### src/rtl/wb_pwm_pkg.sv
// Shared register map, control-bit positions and counter direction type
// for the Wishbone PWM controller.
package wb_pwm_pkg;

  localparam int ADDR_CTRL   = 0;
  localparam int ADDR_PERIOD = 1;
  localparam int ADDR_PRESC  = 2;
  localparam int ADDR_STATUS = 3;
  localparam int ADDR_DUTY0  = 4;

  localparam int CTRL_EN     = 0;
  localparam int CTRL_INV    = 1;
  localparam int CTRL_CENTER = 2;

  typedef enum logic {
    DIR_UP   = 1'b0,
    DIR_DOWN = 1'b1
  } dir_t;

  // Number of word addresses decoded for a given channel count.
  function automatic int reg_count(input int chans);
    return ADDR_DUTY0 + chans;
  endfunction

endpackage

### src/rtl/pwm_chan_cmp.sv
// One PWM channel: active duty register, compare against the shared
// counter, optional inversion and the output register.
module pwm_chan_cmp
  import wb_pwm_pkg::*;
#(
  parameter int PWM_BITS = 16
) (
  input  logic                clk,
  input  logic                rst_n,
  input  logic                load,
  input  logic [PWM_BITS-1:0] duty_ld,
  input  logic [PWM_BITS-1:0] cnt,
  input  logic                en,
  input  logic                inv,
  output logic                pwm
);

  logic [PWM_BITS-1:0] duty_act;
  logic                raw;

  // Active duty follows the shadow only when the counter allows a reload.
  always_ff @(posedge clk) begin
    if (!rst_n)    duty_act <= '0;
    else if (load) duty_act <= duty_ld;
  end

  // Raw compare; gated off while disabled so the pin rests at INV.
  always_comb begin
    raw = en && (cnt < duty_act);
  end

  // Registered output, one clock behind the counter.
  always_ff @(posedge clk) begin
    if (!rst_n) pwm <= 1'b0;
    else        pwm <= raw ^ inv;
  end

endmodule

### src/rtl/wb_pwm_ctrl.sv
// Wishbone-controlled multi-channel PWM: register file, prescaler,
// edge/center counter and per-channel comparators.
//
// dir state | meaning
// DIR_UP    | counter incrementing (edge mode always stays here)
// DIR_DOWN  | center mode, counting back down towards 0
module wb_pwm_ctrl
  import wb_pwm_pkg::*;
#(
  parameter int WB_ADDR_BITS = 32,
  parameter int PWM_BITS     = 16,
  parameter int PWM_CHANS    = 4,
  parameter int PRESC_BITS   = 8
) (
  input  logic                    i_wb_clk,
  input  logic                    i_wb_rst_n,
  input  logic                    i_wb_stb,
  input  logic                    i_wb_we,
  input  logic [WB_ADDR_BITS-1:0] i_wb_addr,
  input  logic [31:0]             i_wb_data,
  output logic [31:0]             o_wb_data,
  output logic                    o_wb_stall,
  output logic                    o_wb_ack,
  output logic [PWM_CHANS-1:0]    o_pwm_chan,
  output logic                    o_pwm_period
);

  logic                  en, inv, center_cfg, center_nxt, center_act;
  logic [PWM_BITS-1:0]   period_sh, period_sh_nxt, period_act, cnt;
  logic [PWM_BITS-1:0]   duty_sh     [PWM_CHANS];
  logic [PWM_BITS-1:0]   duty_sh_nxt [PWM_CHANS];
  logic [PRESC_BITS-1:0] presc, presc_cnt;
  dir_t                  dir;
  logic                  wr, ctrl_wr, presc_wr, tick, boundary, load;
  logic [31:0]           rd_data;
  logic                  unused_wdata;

  assign o_wb_stall   = 1'b0;
  assign unused_wdata = ^i_wb_data;

  // Write decode; shadow next-values feed both the shadows and a
  // coincident active reload so a write on a boundary tick lands at once.
  always_comb begin
    wr            = i_wb_stb && i_wb_we;
    ctrl_wr       = wr && (i_wb_addr == WB_ADDR_BITS'(ADDR_CTRL));
    presc_wr      = wr && (i_wb_addr == WB_ADDR_BITS'(ADDR_PRESC));
    center_nxt    = ctrl_wr ? i_wb_data[CTRL_CENTER] : center_cfg;
    period_sh_nxt = period_sh;
    duty_sh_nxt   = duty_sh;
    if (wr && (i_wb_addr == WB_ADDR_BITS'(ADDR_PERIOD)))
      period_sh_nxt = i_wb_data[PWM_BITS-1:0];
    for (int n = 0; n < PWM_CHANS; n++) begin
      if (wr && (i_wb_addr == WB_ADDR_BITS'(ADDR_DUTY0 + n)))
        duty_sh_nxt[n] = i_wb_data[PWM_BITS-1:0];
    end
  end

  // Read mux; unmapped addresses return 0.
  always_comb begin
    rd_data = '0;
    if (i_wb_addr == WB_ADDR_BITS'(ADDR_CTRL)) begin
      rd_data[CTRL_EN]     = en;
      rd_data[CTRL_INV]    = inv;
      rd_data[CTRL_CENTER] = center_cfg;
    end
    if (i_wb_addr == WB_ADDR_BITS'(ADDR_PERIOD)) rd_data[PWM_BITS-1:0]   = period_sh;
    if (i_wb_addr == WB_ADDR_BITS'(ADDR_PRESC))  rd_data[PRESC_BITS-1:0] = presc;
    if (i_wb_addr == WB_ADDR_BITS'(ADDR_STATUS)) rd_data[PWM_BITS-1:0]   = cnt;
    for (int n = 0; n < PWM_CHANS; n++) begin
      if (i_wb_addr == WB_ADDR_BITS'(ADDR_DUTY0 + n)) rd_data[PWM_BITS-1:0] = duty_sh[n];
    end
  end

  // Tick and period-boundary detection.
  always_comb begin
    tick     = en && (presc_cnt >= presc);
    boundary = 1'b0;
    if (tick) begin
      if (period_act == '0)  boundary = 1'b1;
      else if (!center_act)  boundary = (cnt >= period_act);
      else                   boundary = (dir == DIR_DOWN) && (cnt == '0);
    end
    load = !en || boundary;
  end

  // Bus-visible configuration registers and shadows.
  always_ff @(posedge i_wb_clk) begin
    if (!i_wb_rst_n) begin
      en         <= 1'b0;
      inv        <= 1'b0;
      center_cfg <= 1'b0;
      presc      <= '0;
      period_sh  <= '0;
      for (int n = 0; n < PWM_CHANS; n++) duty_sh[n] <= '0;
    end else begin
      if (ctrl_wr) begin
        en         <= i_wb_data[CTRL_EN];
        inv        <= i_wb_data[CTRL_INV];
        center_cfg <= i_wb_data[CTRL_CENTER];
      end
      if (presc_wr) presc <= i_wb_data[PRESC_BITS-1:0];
      period_sh <= period_sh_nxt;
      duty_sh   <= duty_sh_nxt;
    end
  end

  // Active period and counting mode reload at a boundary or while idle.
  always_ff @(posedge i_wb_clk) begin
    if (!i_wb_rst_n) begin
      period_act <= '0;
      center_act <= 1'b0;
    end else if (load) begin
      period_act <= period_sh_nxt;
      center_act <= center_nxt;
    end
  end

  // Prescaler and up/down counter; held at 0/up while disabled.
  always_ff @(posedge i_wb_clk) begin
    if (!i_wb_rst_n || !en) begin
      cnt       <= '0;
      presc_cnt <= '0;
      dir       <= DIR_UP;
    end else begin
      presc_cnt <= tick ? '0 : presc_cnt + PRESC_BITS'(1);
      if (tick) begin
        if (boundary) begin
          // Center mode shares the 0 with the down slope, so it resumes at 1.
          dir <= DIR_UP;
          cnt <= (center_act && center_nxt && (period_sh_nxt != '0)) ? PWM_BITS'(1) : '0;
        end else if (!center_act) begin
          cnt <= cnt + PWM_BITS'(1);
        end else if (dir == DIR_UP) begin
          if (cnt >= period_act) begin
            dir <= DIR_DOWN;
            cnt <= cnt - PWM_BITS'(1);
          end else begin
            cnt <= cnt + PWM_BITS'(1);
          end
        end else begin
          cnt <= cnt - PWM_BITS'(1);
        end
      end
    end
  end

  // Pipelined bus response and period pulse.
  always_ff @(posedge i_wb_clk) begin
    if (!i_wb_rst_n) begin
      o_wb_ack     <= 1'b0;
      o_wb_data    <= '0;
      o_pwm_period <= 1'b0;
    end else begin
      o_wb_ack     <= i_wb_stb;
      o_wb_data    <= (i_wb_stb && !i_wb_we) ? rd_data : '0;
      o_pwm_period <= boundary;
    end
  end

  for (genvar g = 0; g < PWM_CHANS; g++) begin : g_chan
    pwm_chan_cmp #(.PWM_BITS(PWM_BITS)) u_cmp (
      .clk     (i_wb_clk),
      .rst_n   (i_wb_rst_n),
      .load    (load),
      .duty_ld (duty_sh_nxt[g]),
      .cnt     (cnt),
      .en      (en),
      .inv     (inv),
      .pwm     (o_pwm_chan[g])
    );
  end

endmodule

### config.mk
export PLATFORM = sky130hd
export DESIGN_NAME = wb_pwm_ctrl
export DESIGN_NICKNAME = d
export VERILOG_FILES = /design/src/rtl/wb_pwm_pkg.sv /design/src/rtl/pwm_chan_cmp.sv /design/src/rtl/wb_pwm_ctrl.sv
export SDC_FILE = /design/constraint.sdc
export NUM_CORES = 1
export LEC_CHECK = 0
export ABC_CLOCK_PERIOD_IN_PS = 3100
export BUFFER_PORTS_ARGS = -buffer_cell sky130_fd_sc_hd__buf_4
export CORE_ASPECT_RATIO = 0.7
export CORE_UTILIZATION = 35
export DETAILED_ROUTE_END_ITERATION = 8
export PLACE_DENSITY_LB_ADDON = 0.12
export SLEW_MARGIN = 20
export SYNTH_ARGS = -nofsm -noshare
export SYNTH_HDL_FRONTEND = slang
export SYNTH_HIERARCHICAL = 1
export SYNTH_SLANG_ARGS = --single-unit
### constraint.sdc
create_clock -name i_wb_clk -period 3.1 [get_ports i_wb_clk]
set_input_delay 0.62 -clock i_wb_clk [delete_from_list [all_inputs] [get_ports i_wb_clk]]
set_output_delay 0.62 -clock i_wb_clk [all_outputs]
set_load 0.01 [all_outputs]
; Word level (Yosys, flattened, before mapping)
; Index checks and enable logic that the tools add are counted.
[word_totals]
word_cells = 102
mem_bits_rw = 0
reg_bits = 235
input_bits = 68
out_inout_bits = 39
latchBits = 0
romBits = 0
n_memories = 0
[op_classes]
n_mux = 26
eq_ne = 7
mul = 0
n_shift = 0
n_reduce_logical = 30
div = 0
n_lt_le_gt_ge = 6
n_addsub = 3
n_bitwise = 4
[op_table]
columns = operator, n
row1 = $mux W16, 15
row2 = $eq A32 B3 Y1 const B, 4
row3 = $eq A32 B2 Y1 const B, 2
row4 = $lt A16 B16 Y1, 4
row5 = $eq A32 B1 Y1 const B, 1
row6 = $logic_not A16 Y1, 2
row7 = $logic_not A32 Y1, 1
row8 = $logic_and A1 B1 Y1, 17
row9 = $add A16 B1 Y16 const B, 1
row10 = $ge A16 B16 Y1, 1
row11 = $reduce_bool A16 Y1, 1
row12 = $sub A16 B1 Y16 const B, 1
row13 = $mux W1, 9
row14 = $add A8 B1 Y8 const B, 1
row15 = $ge A8 B8 Y1, 1
row16 = $mux W8, 1
row17 = $reduce_and A2 Y1, 2
row18 = $xor A1 B1 Y1, 4
row19 = $logic_not A1 Y1, 3
row20 = $mux W3, 1
row21 = $logic_or A1 B1 Y1, 2
row22 = $reduce_bool A2 Y1, 1
row23 = $reduce_or A2 Y1, 1

; Depth between registers and ports, before layout
[depth]
ltp_word = 9
ltp_mapped = 13

; Hierarchy
; Netlist, hierarchy kept.
[by_module_without_submodules]
columns = mod, area_each_um2, n_inst, cells_per_inst, seq_area_each_um2
row1 = wb_pwm_ctrl, 7880.1, 1, 842, 3022.9
row2 = pwm_chan_cmp, 1021.0, 4, 108, 340.3

; Worst setup path after synthesis
; Ideal clock, no wire load.
[synth_path]
path_kind = reg-to-reg
startpoint = register cnt[8]
endpoint = register g_chan[0].u_cmp.duty_act[0]
slack_ns = -0.192
t_arrival_ns = 3.176
required_time_ns = 2.984
n_path_buf = 4
stages_incl_launch_ff = 12
setup_ns = 0.116
synth_period_minus_slack_ns = 3.292
cell_sequence = dfxtp_1 > buf_6 > or4_4 > or4_4 > o41a_1 > nor2b_4 > o21ai_4 > buf_4 > buf_2 > buf_2 > mux2i_1 > nor2b_1
[synth_via]
elab_chain_len = 6
[synth_lines]
columns = element, line_no
row1 = start: declaration, wb_pwm_ctrl.sv:29  ; logic [PWM_BITS-1:0] period_sh, period_sh_nxt, period_act, cnt;
row2 = start signal: assignment, wb_pwm_ctrl.sv:130  ; cnt <= (center_act && center_nxt && (period_sh_nxt != '0)) ? PWM_BITS'(1) : '0;
row3 = start signal: assignment, wb_pwm_ctrl.sv:132  ; cnt <= cnt + PWM_BITS'(1);
row4 = start signal: assignment, wb_pwm_ctrl.sv:136  ; cnt <= cnt - PWM_BITS'(1);
row5 = "parallel branches: the longest is 2 deep, another holds $ge A16 B16 Y1", -
row6 = $mux W1 (*), wb_pwm_ctrl.sv:80  ; else if (!center_act) boundary = (cnt >= period_act);
row7 = $mux W1 (*), wb_pwm_ctrl.sv:79  ; if (period_act == '0) boundary = 1'b1;
row8 = $mux W1 (*), wb_pwm_ctrl.sv:78  ; if (tick) begin
row9 = $logic_or A1 B1 Y1 (*), wb_pwm_ctrl.sv:83  ; load = !en || boundary;
row10 = via load, wb_pwm_ctrl.sv:34  ; logic wr, ctrl_wr, presc_wr, tick, boundary, load;
row11 = end signal: assignment, pwm_chan_cmp.sv:24  ; else if (load) duty_act <= duty_ld;
row12 = end: declaration, pwm_chan_cmp.sv:18  ; logic [PWM_BITS-1:0] duty_act;
; Mark *: on every way through the listed nets, which the timed path passes.
; A chain may end at the register's enable or synchronous reset.

; Worst setup path in the final report
[layout_path]
startpoint = register period_act[15]
endpoint = register g_chan[0].u_cmp.duty_act[0]
[layout_via]
elab_chain_len = 5
[layout_lines]
columns = element, line_no
row1 = start: declaration, wb_pwm_ctrl.sv:29
row2 = start signal: assignment, wb_pwm_ctrl.sv:113  ; period_act <= period_sh_nxt;
row3 = $ge A16 B16 Y1, wb_pwm_ctrl.sv:80
row4 = $mux W1, wb_pwm_ctrl.sv:80
row5 = $mux W1 (*), wb_pwm_ctrl.sv:79
row6 = $mux W1 (*), wb_pwm_ctrl.sv:78
row7 = $logic_or A1 B1 Y1 (*), wb_pwm_ctrl.sv:83
; Mark *: on every way between the ends. The rest lies on a longest branch, timed or not.

==> qor.txt <==
Routed Antenna Nets: 0
Max-slew headroom: 50.1%
# DRC: 0
Die Ht: 157 µm
hold_buf cts: 0
WL/cell: 21.6 µm
number of synthesized flops with an enable pin: 0
CORE AREA: 33600 µm²
area of placed instances: 13400 µm²
Design Area, Final: 14200 µm²
drt total wl: 39.9 mm
clock buffer count from CTS: 25
grt ovf: 0
Final Non-Filler Cells: 1843
CP required: 3.52 ns
PwrDens: 420 nW/µm²
setup TNS: 0 ns
Max-Cap Viols: 0
crit start category: register
ant diodes: 0
Die X: 223 µm
pin count of the biggest net entering global routing: 82
dpl ws: -0.0608 ns
worst clock skew: 0.0180 ns
Via-to-Cell Ratio: 5.26
total number of vias: 9691
CTS sink cnt: 219
Final nets: 1548
total placed cells including tap cells: 1800
TritonRoute pass-1 iters: 5
RD Place Congestion: 0.874
leak pwr: 0.00621 µW
Clock Latency Late Sink: 0.54 ns
Distinct cells, synth: 63
Final Setup Violations: 0
CTS tree: yes
sequential-to-total area share from yosys stat: 36.6%
layout cell share with drive strength beyond 1: 19.2%
final setup margin: 0.137 ns
Peak Freq: 338 MHz
clk root buf: clkbuf_16
initial core utilization: 35.6%
Max VDD drop: 0.400 mV
FFs w/ async S/R, synth: 0%
Hold WC Path Type: input port to register
1st-iter DRT viols: 624
Final Hold Viols: 0
worst reg-to-reg setup slack: 0.14 ns
Final Max Slew Viols: 0
CP Capture Type: register
H-tree levels: 1
run status: completed
Worst Path Max Fanout: 6
first-pass GRT wire length: 58.9 mm
site row count: 56
clk buf depth: 3
All-Layer GR Usage: 22.7%
area added between synthesis and finish: 18.9%
Mapped Area: 12000 µm²
Syn Inst Count: 1274
Period minus WS final: 2.96 ns
DIE AREA: 34900 µm²
main flop type after synthesis: dfxtp_1
Ports: 107
actual slew at the worst max-slew pin: 0.747 ns
Tcrit/Tclk final: 95.6%
hpwl dp: 29.2 mm
FF+latch count, synth: 219
Pwr Total: 5980 µW
Critical Path AT: 3.38 ns
CTS clk-pin slew, worst paths: 0.06 ns
Setup Crit Path Kind: register to register
Syn Area/Cell: 9.39 µm²
initial antenna violation count: 0
I/O Buffers: 73
vias in the first global route: 9006
Yosys Warn Count: 6
Post-CTS Setup Inserts: 0
==> layout make-up <==
class                           instances  area [µm²]
Clock buffer                           36         727
Clock inverter                          7        66.3
Fill cell                            3309       19300
Inverter                               99         372
Multi-Input combinational cell        904        6950
Sequential cell                       219        4380
Tap cell                              435         544
Timing Repair Buffer                  143        1190
==> state kept, by name (all words and copies together), names as in the netlist, 4 cells and up <==
register and cells:
period_act 16, cnt 16, g_chan.u_cmp/duty_act 64, g_chan.u_cmp/pwm 4, o_wb_data 16, presc 8, duty_sh 64, period_sh 16
presc_cnt 8
==> path summary, 6_finish.rpt <==
path / start / endpoint / cells past startpoint
min: i_wb_stb / o_wb_ack / 2
max reg2reg: period_act[15] / g_chan[0].u_cmp/duty_act[0] / 12
max: period_act[15] / g_chan[0].u_cmp/duty_act[0] / 12
min reg2reg: duty_sh[2] / duty_sh[2] / 2
==> routing by layer <==
metal / wire length, µm / part of all wire, % / vias to the layer above / global-route usage, %
met5: 0 / 0 / - / 0
met4: 548 / 1.4 / 0 / 3.61
met3: 2540 / 6.4 / 30 / 3.32
met2: 15300 / 38 / 281 / 31.7
met1: 21500 / 54 / 4667 / 36.1
li1: - / - / 4713 / -
==> worst max-delay path: stages, from the launching register on <==
cell     delay, ns
dfxtp_1       0.33
inv_1         0.05
ha_1          0.30
and4_1        0.22
nand4_1       0.16
or4_4         0.62
a31oi_4       0.27
nor2b_4       0.08
o21ai_4       0.16
buf_12        0.15
buf_4         0.18
mux2i_2       0.24
nor2b_1       0.06
==> power by group <==
part / switching (µW) / leakage (µW) / internal, µW / total [µW]
Clock: 1240 / 0.000392 / 1700 / 2940
Sequential: 0.190 / 0.00176 / 2810 / 2810
Combinational: 139 / 0.00405 / 86.7 / 225
Total: 1380 / 0.00621 / 4600 / 5980
==> logic make-up after synthesis <==
kind of cell             count (synthesis)  share of synthesized area, %
flip-flops                             219                          36.6
buffers and inverters                  167                          6.02
other                                    1                        0.0313
multiplexers                           188                          16.9
AO/OA/AOI/OAI                          183                          11.0
AND/OR/NAND/NOR                        421                          19.7
XOR/XNOR                                 7                         0.512
adder cells (fa/ha/maj)                 88                          9.20
==> placed cells by master, fill, tap and decap left out, types with 5 or more instances in the layout <==
master | synthesis | routed
conb_1 | 1 | 17
mux4_2 | 5 | 5
o22a_1 | 17 | 17
mux2_2 | 63 | 63
a21boi_0 | 16 | 16
nand2_1 | 86 | 86
and2_1 | 53 | 53
nand3_1 | 23 | 23
a31oi_1 | 11 | 11
nor4_1 | 30 | 30
nor2_1 | 35 | 34
xor2_1 | 6 | 6
buf_4 | 19 | 134
or3_1 | 16 | 16
inv_1 | 99 | 99
nor3_1 | 19 | 18
dfxtp_1 | 219 | 219
clkbuf_8 | 0 | 6
a21o_1 | 11 | 11
o22ai_1 | 13 | 13
a21oi_1 | 39 | 39
o2111ai_1 | 5 | 5
buf_12 | 0 | 9
clkbuf_1 | 31 | 5
mux2i_1 | 120 | 119
clkbuf_16 | 0 | 25
o21ai_0 | 26 | 26
o211a_1 | 5 | 5
nand4_1 | 17 | 17
a22oi_1 | 9 | 9
nand2b_1 | 18 | 18
ha_1 | 88 | 88
nor2b_1 | 93 | 93
and3_1 | 6 | 6
==> what timing repair did <==
| action | CTS | global route |
|---|---|---|
| pin swaps | 0 | 1 |
| gates resized for setup | 1 | 3 |
| setup endpoints to repair | 6 | 74 |
==> stage by stage <==
stage	hold slack (ns)	util (%)
floorplan	0.448	-
global placement	0.472	40.0
detailed placement	0.486	40.0
CTS	0.332	42.3
global route	0.354	42.4
finish	0.351	42.4
==> synth_stat cells (18+ instances only) <==
master,n,area share [%]
mux2i_1,120,10
and2_1,53,2.8
nor3_1,19,0.79
clkbuf_1,31,0.97
nand2_1,86,2.7
nor2b_1,93,4.9
mux2_2,63,5.9
nand2b_1,18,0.94
dfxtp_1,219,37
o21ai_0,26,1.1
nor2_1,35,1.1
ha_1,88,9.2
inv_1,99,3.1
buf_4,19,1.2
nand3_1,23,0.96
nor4_1,30,1.6
a21oi_1,39,1.6
No activity file was read; power rests on OpenSTA's default activity.
